<file path="src/rtl/ysyx_22041412_pipe_ctrl.sv">
// Pipeline sequencer: stage enables, flush/bubble, PC redirect and register scoreboard.
// Optional perf counters are built when YSYX_22041412_PIPE_PERF_EN is defined.
module ysyx_22041412_pipe_ctrl #(
    parameter logic [63:0] RESET_PC = 64'h0000000080000000,
    parameter int          CNT_W    = 2
) (
    input  logic        clk,
    input  logic        rst,
    input  logic        id_valid,
    input  logic [4:0]  id_rs1,
    input  logic [4:0]  id_rs2,
    input  logic        id_rs1_used,
    input  logic        id_rs2_used,
    input  logic [4:0]  id_rd,
    input  logic        id_rd_wen,
    input  logic        id_is_mul,
    input  logic        ex_redirect,
    input  logic [63:0] ex_target,
    input  logic        wb_wen,
    input  logic [4:0]  wb_rd,
    input  logic        mul_done,
    output logic        if_en,
    output logic        id_en,
    output logic        ex_bubble,
    output logic        id_flush,
    output logic        pc_load,
    output logic [63:0] pc_next,
    output logic        issue,
    output logic [31:0] stall_cnt,
    output logic [31:0] flush_cnt
);

    typedef enum logic [1:0] {BOOT, RUN, FLUSH, MUL_WAIT} state_t;

    localparam logic [CNT_W-1:0] PMAX = '1;

    state_t           state;
    logic [CNT_W-1:0] pend [32];
    logic             raw;
    logic             sat;
    logic             stall;

    // Hazards look only at registered counts; a same-cycle retire is not bypassed.
    always_comb begin
        raw = (id_rs1_used && id_rs1 != 5'd0 && pend[id_rs1] != '0) ||
              (id_rs2_used && id_rs2 != 5'd0 && pend[id_rs2] != '0);
        sat = id_rd_wen && id_rd != 5'd0 && pend[id_rd] == PMAX;
        stall = id_valid && (raw || sat);
    end

    always_comb begin
        if_en     = 1'b0;
        id_en     = 1'b0;
        ex_bubble = 1'b1;
        id_flush  = 1'b0;
        pc_load   = 1'b0;
        pc_next   = '0;
        issue     = 1'b0;
        if (!rst) begin
            unique case (state)
                BOOT: begin
                    pc_load  = 1'b1;
                    pc_next  = RESET_PC;
                    if_en    = 1'b1;
                    id_flush = 1'b1;
                end
                RUN: begin
                    if (ex_redirect) begin
                        pc_load  = 1'b1;
                        pc_next  = ex_target;
                        if_en    = 1'b1;
                        id_flush = 1'b1;
                    end else if (!stall) begin
                        if_en     = 1'b1;
                        id_en     = 1'b1;
                        ex_bubble = !id_valid;
                        issue     = id_valid;
                    end
                end
                FLUSH: begin
                    if_en    = 1'b1;
                    id_en    = 1'b1;
                    id_flush = 1'b1;
                end
                MUL_WAIT: ex_bubble = 1'b0;
                default: ;
            endcase
        end
    end

    always_ff @(posedge clk or posedge rst) begin
        if (rst) begin
            state <= BOOT;
        end else begin
            unique case (state)
                BOOT:  state <= RUN;
                RUN: begin
                    if (ex_redirect)
                        state <= FLUSH;
                    else if (issue && id_is_mul)
                        state <= MUL_WAIT;
                end
                FLUSH: state <= RUN;
                MUL_WAIT: begin
                    if (mul_done)
                        state <= RUN;
                end
                default: state <= BOOT;
            endcase
        end
    end

    // Entry 0 is never written after reset, so x0 never looks pending.
    always_ff @(posedge clk or posedge rst) begin
        if (rst) begin
            for (int i = 0; i < 32; i++)
                pend[i] <= '0;
        end else begin
            for (int i = 1; i < 32; i++) begin
                logic inc;
                logic dec;
                inc = issue && id_rd_wen && id_rd == 5'(i);
                dec = wb_wen && wb_rd == 5'(i) && pend[i] != '0;
                if (inc && !dec)
                    pend[i] <= pend[i] + 1'b1;
                else if (dec && !inc)
                    pend[i] <= pend[i] - 1'b1;
            end
        end
    end

`ifdef YSYX_22041412_PIPE_PERF_EN
    always_ff @(posedge clk or posedge rst) begin
        if (rst) begin
            stall_cnt <= '0;
            flush_cnt <= '0;
        end else begin
            if ((state == RUN && stall) || state == MUL_WAIT)
                stall_cnt <= stall_cnt + 32'd1;
            if (state == RUN && ex_redirect)
                flush_cnt <= flush_cnt + 32'd1;
        end
    end
`else
    assign stall_cnt = '0;
    assign flush_cnt = '0;
`endif

endmodule

</file>
<file path="config.mk">
export PLATFORM = sky130hd
export DESIGN_NAME = ysyx_22041412_pipe_ctrl
export DESIGN_NICKNAME = d
export VERILOG_FILES = /design/src/rtl/ysyx_22041412_pipe_ctrl.sv
export SDC_FILE = /design/constraint.sdc
export NUM_CORES = 1
export LEC_CHECK = 0
export CORE_UTILIZATION = 50
export CTS_CLUSTER_DIAMETER = 50
export DETAILED_ROUTE_END_ITERATION = 8
export DONT_BUFFER_PORTS = 1
export GPL_ROUTABILITY_DRIVEN = 0
export GPL_TIMING_DRIVEN = 0
export HOLD_SLACK_MARGIN = 0.15
export PLACE_DENSITY_LB_ADDON = 0.12
export SLEW_MARGIN = 0
export SYNTH_ARGS = -nofsm -noshare
export SYNTH_HDL_FRONTEND = slang
export SYNTH_SLANG_ARGS = --single-unit
</file>
<file path="constraint.sdc">
create_clock -name clk -period 4.8 [get_ports clk]
set_input_delay 0.96 -clock clk [delete_from_list [all_inputs] [get_ports clk]]
set_output_delay 0.96 -clock clk [all_outputs]
set_load 0.01 [all_outputs]
</file>
# Word level (Yosys, flattened, before mapping)
# Index checks and enable logic that the tools add are counted.
# word_totals
ff_bits,64
input_bits,94
elab_cells,565
# op_classes
addsub,62
n_lt_le_gt_ge,3
n_eq_ne,68
muxes,98
bitwise,3
n_reduce_logical,299
# ops
op,count
$logic_and 1x1->1,164
$eq 5x5->1 const B,32
$mux 2,71
$mux 64,2
$pmux 64 s2,1
$reduce_bool 2->1,64
$eq 5x4->1 const B,16
$logic_not 1->1,63
$add 2x1->2 const B,31
$sub 2x1->2 const B,31
$eq 5x3->1 const B,8
$bmux 2 s5,3
$eq 5x2->1 const B,4
$ge 6x6->1 const B,3
$not 5->6,3
$mux 1,15
$reduce_bool 5->1,3
$eq 5x1->1 const B,2
$pmux 1 s2,5
$eq 2x2->1 const B,3
$pmux 2 s3,1
$ne 3x3->1 const B,1
$eq 2x1->1 const B,1
$logic_not 2->1,1
other kinds (4),5

# Depth between registers and ports, before layout
# Gate-level depths: netlist of run 1.
# depth
word_depth,19
mapped_depth,14
ltp_nobuf,11

# Worst setup path before layout of run 1
# OpenSTA, ideal clock, no wires.
# synth_path
path_kind,in2out
start,input rst
end,output pc_next[0]
t_arrival_ns,3.252
setup_slack_ns,0.588
cell_stages,5
path_buffers,2
path_cell_list,inv_1 > and3_1 > clkbuf_1 > clkbuf_1 > and2_1
# synth_via
elab_chain_len,1
# synth_lines
element,line_no,text
start: declaration,8,"input logic rst,"
$mux 64,59,if (!rst) begin
end: declaration,27,"output logic [63:0] pc_next,"
# Every way passes these cells.

# Final worst setup path of run 1
# layout_path
start,input id_rd[3]
end,output ex_bubble
# layout_via
elab_chain_len,12
# layout_lines
element,line_no,text
start: declaration,14,"input logic [4:0] id_rd,"
$not 5->6 (implied by the code),47,sat = id_rd_wen && id_rd != 5'd0 && pend[id_rd] == PMAX;
$bmux 2 s5,47,
$mux 2 (implied by the code) (2 in series),47,
$eq 2x2->1,47,
$logic_and 1x1->1 (*),47,
$logic_or 1x1->1 (*),48,stall = id_valid && (raw || sat);
$logic_and 1x1->1 (*),48,
$mux 1 (*),73,end else if (!stall) begin
$mux 1 (*),68,if (ex_redirect) begin
$pmux 1 s2 (*),60,unique case (state)
$mux 1 (*),59,
end: declaration,24,"output logic ex_bubble,"
# Mark *: on every way between the ends. The rest lies on a longest branch, timed or not. The select of a mux whose other input is x is not followed.

==> results of run 1 <==
-- area by class of cell --
| cell class | instances | area [um2] |
|---|---|---|
| Timing Repair Buffer | 1 | 20.0 |
| Clock buffer | 11 | 243 |
| Tap cell | 143 | 179 |
| Sequential cell | 64 | 1600 |
| Antenna cell | 1 | 2.50 |
| Clock inverter | 5 | 56.3 |
| Multi-Input combinational cell | 548 | 3890 |
| Buffer | 94 | 618 |
| Inverter | 12 | 45.0 |
| Fill cell | 1037 | 4810 |
-- cells in the mapped netlist (3+ instances only) --
| library cell | instances | area (um2) |
|---|---|---|
| mux2i_1 | 5 | 50.1 |
| o211ai_1 | 9 | 67.6 |
| nor3_1 | 35 | 175 |
| and2_1 | 64 | 400 |
| a2111oi_0 | 4 | 35.0 |
| nand2b_1 | 6 | 37.5 |
| a21oi_1 | 12 | 60.1 |
| o22ai_1 | 5 | 31.3 |
| nor4_1 | 9 | 56.3 |
| mux4_2 | 18 | 405 |
| nand2_1 | 19 | 71.3 |
| xnor2_1 | 31 | 272 |
| a211oi_1 | 3 | 22.5 |
| dfrtp_1 | 64 | 1600 |
| buf_2 | 8 | 40.0 |
| nand3_1 | 10 | 50.1 |
| nor2_1 | 82 | 308 |
| inv_1 | 12 | 45.0 |
| xor2_1 | 62 | 543 |
| nand4_1 | 3 | 18.8 |
| a31oi_1 | 3 | 18.8 |
| buf_4 | 64 | 480 |
| and3_1 | 3 | 18.8 |
| o21ai_0 | 3 | 15.0 |
| ha_1 | 35 | 438 |
| nand3b_1 | 25 | 188 |
| nor2b_1 | 8 | 50.1 |
| mux2_2 | 3 | 33.8 |
| clkbuf_1 | 20 | 75.1 |
-- power by group through the flow --
stage	combinational, mW	clock (mW)	sequential [mW]
3_5_place_dp	0.955	0	0.916
3_3_place_gp	0.927	0	0.912
5_1_grt	1.05	0.689	0.943
6_report	0.974	0.656	0.920
4_1_cts	0.958	0.671	0.914
2_1_floorplan	0.757	0	0.857
-- final timing paths --
kind	startpoint	to	slack (ps)	cells after the start
min in group asynchronous	rst	pend[61]$_DFFE_PP0P_	620	1
setup / recovery	id_rd[3]	ex_bubble	180	9
hold reg to reg	pend[45]$_DFFE_PP0P_	pend[45]$_DFFE_PP0P_	480	1
setup reg to reg	pend[18]$_DFFE_PP0P_	pend[45]$_DFFE_PP0P_	1120	13
hold / removal	pend[45]$_DFFE_PP0P_	pend[45]$_DFFE_PP0P_	480	1
max in group asynchronous	rst	pend[44]$_DFFE_PP0P_	3550	2
-- per-layer routing --
metal | vias to the layer above | track usage, %
met2 | 307 | 47.2
met4 | 0 | 12.7
met3 | 53 | 9.95
met1 | 2393 | 38.8
met5 | - | 0
li1 | 2295 | -
-- layout by cell type, fill, tap and decap left out, drive strengths merged, types with 19 or more instances in the layout --
| cell type | n |
|---|---|
| nand3b | 25 |
| nand2 | 19 |
| nor3 | 35 |
| mux4 | 19 |
| clkbuf | 31 |
| dfrtp | 64 |
| ha | 35 |
| buf | 75 |
| and2 | 64 |
| xor2 | 62 |
| nor2 | 82 |
| xnor2 | 31 |
| conb | 64 |
-- through the flow --
step                      util, %  hold WS [ps]  area (um2)  setup TNS, ps
after floorplan                 -           456        6150              0
after global placement       55.2           473        6330         -11060
after detailed placement     55.4           474        6350              0
after CTS                    58.0           483        6650              0
after global routing         58.0           510        6660              0
final                        58.0           483        6660              0
-- critical path: cells and delay by family --
kind | cells | cell delay (ps)
multiplexers | 1 | 420
AO/OA/AOI/OAI | 3 | 460
AND/OR/NAND/NOR | 2 | 830
buffers and inverters | 3 | 980
-- cell families after synthesis --
group	count (synthesis)	share of synthesized area (%)
fa+ha+maj	35	7.40
xor+xnor	93	13.8
buf+inv	106	11.2
mux	27	8.71
simple gates	271	24.7
compound gates	58	7.15
other cells	1	0.0634
flops	64	27.1
-- registers in the layout (all words and copies together) (netlist names) --
name / cells
pend: 62
state: 2
==> results.yml, run 1 <==
drt:
  routed_wl_um: 18300
  wl_met3_um: 1850
  drc_errors: 0
  dr_wl_met2_um: 8370
  highest_layer: "met4"
  vias: 5048
  drt_iter0_markers: 472
  viasPerCell: 5.74
  wl_met1_um: 7460
  dr.pass1.iters: 5
  wire_per_inst_um: 20.9
  drtAntennaViolNets: 0
critical_path:
  worst-setup-path-type: "input pin to output port"
  cp.arrival_ps: 3660
  slowest_delay_ps: 500
  cp_slowest_cell: "clkbuf_1"
  crit_fanout: 10
  end_kind: "output port"
  required_ps: 3840
  crit_top_cell: "clkbuf_1"
  start_kind: "input pin"
  cp_cell_sequence: "clkbuf_1, clkbuf_1, mux4_2, o211ai_1, a21oi_1, nor4b_4, nand3_2, inv_1, a31oi_1"
clock_network:
  cts_tree: "done"
  clk_pin_slew_ps: 50
  post_cts_buffers: 0
  max-clock-path-buffers: 2
  clock_latency_ps: 340
  holdBufCountCts: 0
  htree_num_levels: 3
  clkSinkCount: 64
  clock-root-buffer: "clkbuf_16"
  post_cts_resized: 0
  cts_inserted_buffers: 9
pwr:
  peakVddDrop_mv: 0.213
  clock_power_share_pct: 25.7
  seqPwrFrac_pct: 36.1
  power_leakage_nw: 3.29
  intPower_mw: 1.56
  combPwrFrac_pct: 38.2
  switching_share_pct: 38.7
  total_power_mw: 2.55
  power_switching_uw: 987
  powerDensity_nw_per_um2: 383
synth:
  synth_enable_flop_cells: 0
  netlist_area_um2: 5920
  synth_seq_cells: 64
  syn_avg_cell_area_um2: 9.04
  ys_seq_area_share_pct: 27.1
  synth_cell_types: 53
  yosys_warnings: 2
  synth_ff_type: "dfrtp_1"
  synthArstFlopShare_pct: 100
  synthCells: 655
floorplan:
  fp.coreArea_um2: 11500
  num_io_pins: 228
  std_cell_rows: 39
  die-width_um: 111
  die-height_um: 111
  initial_core_util_pct: 51.6
  die_area_um2: 12300
global_route:
  grt_max_degree: 37
  grt_antenna_before_repair: 1
  grt_pass1_wl_um: 28200
  grt_remaining_overflow: 0
  grt_use_total_pct: 30.4
  grt_pass1_vias: 4879
timing:
  fin_crit_sh_pct: 96.2
  worst_slack_ps: 181
  timing.fmax_mhz: 216
  setup_viol: 0
  fin_crit_ps: 4620
  max_slew.worst_pin.slew_ps: 842
  rsz0062_at_grt: "false"
  slew_headroom_pct: 43.7
  drv_slew: 0
  finClkSkew_ps: 6.65
  timing_hold_violations_final: 0
layout:
  instances_no_fill: 879
  fin_nets: 859
  drive_gt1_share_pct: 16.2
  area_delta_synth_final_pct: 12.5
flow_run:
  drv_cap: 0
placement:
  dp_slack_ps: 276
  post-dp-hpwl_um: 14700
  post-place-cells: 862
  port-buffer-count: 0
hold_path:
  hp-class: "register to register"
outcome:
  outcome: "completed"
(Power assumes the default switching activity.)
==> run 2, diff against run 1 <==
--- a/config.mk
+++ b/config.mk
@@ -12,8 +12,9 @@
 export GPL_ROUTABILITY_DRIVEN = 0
 export GPL_TIMING_DRIVEN = 0
 export HOLD_SLACK_MARGIN = 0.15
-export PLACE_DENSITY_LB_ADDON = 0.12
+export PLACE_DENSITY = 0.74
 export SLEW_MARGIN = 0
 export SYNTH_ARGS = -nofsm -noshare
 export SYNTH_HDL_FRONTEND = slang
 export SYNTH_SLANG_ARGS = --single-unit
+export TNS_END_PERCENT = 100
==> results.yml, run 2 (synthesis results as in run 1) <==
outcome:
  outcome: "completed"
global_route:
  grt_use_total_pct: 34.4
  grt_pass1_wl_um: 31400
  grt_max_degree: 37
  grt_remaining_overflow: 0
  grt_pass1_vias: 4982
  grt_antenna_before_repair: 12
critical_path:
  end_kind: "output port"
  crit_family: "simple AND/OR/NAND/NOR gates"
  slowest_delay_ps: 540
  crit_fanout: 10
  worst-setup-path-type: "input pin to output port"
  cp_slowest_cell: "nor4b_4"
  cp_cell_sequence: "clkbuf_1, clkbuf_2, mux4_2, o211ai_1, a21oi_1, nor4b_4, nand3_2, inv_1, a31oi_1"
  cp.arrival_ps: 3580
  required_ps: 3840
  cp_num_buf_inv: 3
  start_kind: "input pin"
layout:
  seq_area_um2: 1600
  largest_register: "pend"
  fin_util_pct: 58.3
  area_delta_synth_final_pct: 12.9
  largest_reg_flops: 62
  drive_gt1_share_pct: 16.3
  final_common_cell: "nor2_1"
  multi_input_area_um2: 3890
  layout_common_cells: "nor2_1, and2_1, buf_4, conb_1, dfrtp_1"
  nFillCells: 995
  top_regs: "pend x62, state x2"
  fin_nets: 859
placement:
  dp_slack_ps: 54.2
  post-dp-hpwl_um: 17100
  port-buffer-count: 0
drt:
  dr.pass1.iters: 6
  vias: 5323
  routed_wl_um: 21000
  drt_iter0_markers: 677
  viasPerCell: 6.04
  drtAntennaViolNets: 0
  drc_errors: 0
  wire_per_inst_um: 23.8
flow_run:
  drv_cap: 0
clock_network:
  post_cts_resized: 0
  post_cts_buffers: 0
  cts_tree: "done"
  clock_latency_ps: 350
  clock-root-buffer: "clkbuf_16"
  clkSinkCount: 64
  cts_inserted_buffers: 9
  htree_num_levels: 3
  clk_pin_slew_ps: 50
  max-clock-path-buffers: 2
  holdBufCountCts: 0
timing:
  drv_slew: 0
  rsz0062_at_grt: "false"
  timing.fmax_mhz: 220
  worst_slack_ps: 259
  slew_headroom_pct: 40.2
  fin_crit_sh_pct: 94.6
  max_slew.worst_pin.slew_ps: 893
  fin_crit_ps: 4540
  finClkSkew_ps: 9.75
  timing_hold_violations_final: 0
  fin_setup_tns_ps: 0
  setup_viol: 0
  worst_hold_slack_ps: 489
floorplan:
  initial_core_util_pct: 51.6
  num_io_pins: 228
  fp.coreArea_um2: 11500
  die-width_um: 111
  die_area_um2: 12300
  die-height_um: 111
  std_cell_rows: 39
pwr:
  power_leakage_nw: 3.31
  peakVddDrop_mv: 0.265
  powerDensity_nw_per_um2: 389
hold_path:
  hp-class: "register to register"
==> run 2: cell count changes in the layout (fill, tap and decap cells not counted) <==
cell        previous run  this run
clkbuf_8               1         4
diode_2                1         3
clkbuf_1              21        20
clkbuf_2               0         1
clkinv_2               2         1
clkinv_4               1         0
clkinvlp_4             1         0
==> run 2: final cells by class <==
cell class,instances,area share [%]
clock inverters,2,0.524
clock buffers,14,4.25
plain buffers,94,9.27
flip-flops and latches,64,24.0
repair buffers,1,0.300
well taps,143,2.68
diodes,3,0.112
inverters,12,0.674
multi-input cells,548,58.2
==> run 2: worst register-to-register path: stages (launching register included) <==
cell and delay (ps):
dfrtp_1 420, nor2_1 240, a2111oi_0 140, o311ai_0 370, o211ai_1 200, nor4b_4 620, nand4_1 530, nor2_1 250
ha_1 180, xor2_1 170, nor2_1 80, xor2_1 140
==> run 2: final timing paths <==
| check | from | to | slack (ps) | depth (start not counted) |
|---|---|---|---|---|
| max | id_rd[3] | ex_bubble | 260 | 9 |
| min | pend[45]$_DFFE_PP0P_ | pend[45]$_DFFE_PP0P_ | 490 | 1 |
| max reg2reg | pend[44]$_DFFE_PP0P_ | pend[19]$_DFFE_PP0P_ | 1330 | 11 |
| min reg2reg | pend[45]$_DFFE_PP0P_ | pend[45]$_DFFE_PP0P_ | 490 | 1 |
| max in group asynchronous | rst | pend[46]$_DFFE_PP0P_ | 3530 | 2 |
| min in group asynchronous | rst | state[0]$_DFFE_PP0P_ | 630 | 1 |
==> run 2: through the flow <==
step	area [um2]	std cells	total power, mW
after global placement	6330	861	1.84
final	6680	881	2.60
after floorplan	6150	718	1.61
after global routing	6680	881	2.72
after detailed placement	6350	862	1.88
after CTS	6670	878	2.58
==> run 2: routing by layer <==
metal  share of wire (%)  track usage, %
met1                  36            42.7
met2                  50            58.6
met3                  11            8.75
met4                 3.2            10.1
met5                   0               0
==> run 2: report_power, final <==
group | internal [mW] | switching [mW] | total (mW) | leakage, nW
clock network | 0.458 | 0.241 | 0.699 | 0.159
registers | 0.698 | 0.219 | 0.917 | 0.863
logic | 0.449 | 0.537 | 0.986 | 2.29
==> run 3, diff against run 2 <==
--- a/config.mk
+++ b/config.mk
@@ -6,6 +6,7 @@
 export NUM_CORES = 1
 export LEC_CHECK = 0
 export CORE_UTILIZATION = 50
+export CTS_BUF_LIST = sky130_fd_sc_hd__clkbuf_8
 export CTS_CLUSTER_DIAMETER = 50
 export DETAILED_ROUTE_END_ITERATION = 8
 export DONT_BUFFER_PORTS = 1
@@ -13,6 +14,7 @@
 export GPL_TIMING_DRIVEN = 0
 export HOLD_SLACK_MARGIN = 0.15
 export PLACE_DENSITY = 0.74
+export REMOVE_ABC_BUFFERS = 1
 export SLEW_MARGIN = 0
 export SYNTH_ARGS = -nofsm -noshare
 export SYNTH_HDL_FRONTEND = slang
==> results.yml, run 3 (synthesis results as in run 1) <==
drt:
  drt_iter0_markers: 577
  vias: 4827
  routed_wl_um: 20200
  drtAntennaViolNets: 0
  wire_per_inst_um: 25.8
  viasPerCell: 6.16
  drc_errors: 0
  dr.pass1.iters: 5
floorplan:
  num_io_pins: 228
  die-height_um: 111
  initial_core_util_pct: 51.6
  std_cell_rows: 39
  die_area_um2: 12300
  die-width_um: 111
  fp.coreArea_um2: 11500
outcome:
  outcome: "completed"
layout:
  layout_common_cells: "nor2_1, and2_1, conb_1, dfrtp_1, xor2_1"
  instances_no_fill: 783
  final_common_cell: "nor2_1"
  top_regs: "pend x62, state x2"
  area_delta_synth_final_pct: 0.655
  drive_gt1_share_pct: 7.03
  largest_reg_flops: 62
  final_cell_area_um2: 5960
  fin_nets: 765
  nFillCells: 1050
  largest_register: "pend"
  seq_area_um2: 1600
  multi_input_area_um2: 3890
  diodes: 0
pwr:
  power_leakage_nw: 2.85
  peakVddDrop_mv: 0.189
  total_power_mw: 2.36
  powerDensity_nw_per_um2: 396
timing:
  timing.fmax_mhz: 241
  fin_crit_sh_pct: 86.3
  setup_viol: 0
  finClkSkew_ps: 10.0
  max_slew.worst_pin.slew_ps: 1010
  fin_crit_ps: 4140
  timing_hold_violations_final: 0
  slew_headroom_pct: 32.0
  worst_slack_ps: 657
  drv_slew: 0
  rsz0062_at_grt: "false"
critical_path:
  cp_slowest_cell: "nor4b_4"
  start_kind: "input pin"
  crit_fanout: 21
  slowest_delay_ps: 530
  worst-setup-path-type: "input pin to output port"
  end_kind: "output port"
  cp.arrival_ps: 3180
  cp_cell_sequence: "mux4_2, a22oi_1, and3_1, a21oi_1, nor4b_4, nand3_2, inv_1, a31oi_1"
  required_ps: 3840
  crit_family: "simple AND/OR/NAND/NOR gates"
  cp_num_buf_inv: 1
placement:
  post-place-cells: 768
  dpl-instance-area_um2: 5740
  port-buffer-count: 0
  dp_slack_ps: 636
  post-dp-hpwl_um: 16400
clock_network:
  clk_pin_slew_ps: 70
  max-clock-path-buffers: 2
  holdBufCountCts: 0
  htree_num_levels: 3
  post_cts_resized: 0
  clkSinkCount: 64
  clock_latency_ps: 360
  clock-root-buffer: "clkbuf_8"
  post_cts_buffers: 0
  cts_tree: "done"
  cts_inserted_buffers: 9
global_route:
  grt_pass1_wl_um: 30100
  grt_pass1_vias: 4525
  grt_remaining_overflow: 0
  grt_antenna_before_repair: 12
  grt_use_total_pct: 33.3
  grt_max_degree: 64
flow_run:
  drv_cap: 0
hold_path:
  hp-class: "register to register"
[run 3: cell types whose count changed in the layout (fill, tap and decap cells not counted), sizes merged]
| cell | delta |
|---|---|
| buf | -74 |
| clkbuf | -23 |
| bufinv | +1 |
| inv | +1 |
| diode | -3 |
[run 3: stage by stage]
step | hold WS, ps | util, % | TNS (ps)
final | 493 | 51.9 | 0
after global routing | 512 | 51.9 | 0
after CTS | 495 | 51.9 | 0
after detailed placement | 481 | 50.0 | 0
after global placement | 474 | 49.8 | -34730
after floorplan | 456 | - | 0
[run 3: worst register-to-register path, cell delays in order (launching register included)]
cell and delay, ps:
dfrtp_1 450, mux4_2 500, a22oi_1 230, and3_1 180, a21oi_1 80, nor4b_4 530
nand3_2 350, nor4_1 420, ha_1 240, xor2_1 170, nor2_1 80, xor2_1 140
[run 3: layout make-up]
cell class,count,share of cell area (%)
multi-input cells,548,65.3
flip-flops and latches,64,26.9
well taps,143,3.00
clock buffers,11,2.54
clock inverters,4,1.16
inverters,12,0.756
repair buffers,1,0.336
[run 3: metal layers]
| layer | track usage, % | routed length [um] | vias up |
|---|---|---|---|
| met4 | 6.84 | 452 | 0 |
| met5 | 0 | 0 | - |
| met1 | 42.9 | 8060 | 2343 |
| li1 | - | - | 2098 |
| met3 | 8.47 | 1950 | 46 |
| met2 | 56.6 | 9780 | 340 |
[run 3: worst paths after layout]
path / startpoint / to / slack [ps] / cells past startpoint
worst max-delay path: id_rd[0] / ex_bubble / 660 / 8
min in group asynchronous: rst / state[1]$_DFFE_PP0P_ / 610 / 1
max in group asynchronous: rst / pend[37]$_DFFE_PP0P_ / 3540 / 2
worst min-delay path: pend[33]$_DFFE_PP0P_ / pend[33]$_DFFE_PP0P_ / 490 / 1
worst min register to register: pend[33]$_DFFE_PP0P_ / pend[33]$_DFFE_PP0P_ / 490 / 1
worst max register to register: pend[31]$_DFFE_PP0P_ / pend[25]$_DFFE_PP0P_ / 1310 / 11
[run 3: power by group]
group,total [mW],switching (mW),internal [mW],leakage (nW)
Combinational,0.902,0.497,0.405,1.87
Clock,0.526,0.211,0.315,0.117
Sequential,0.929,0.232,0.697,0.863
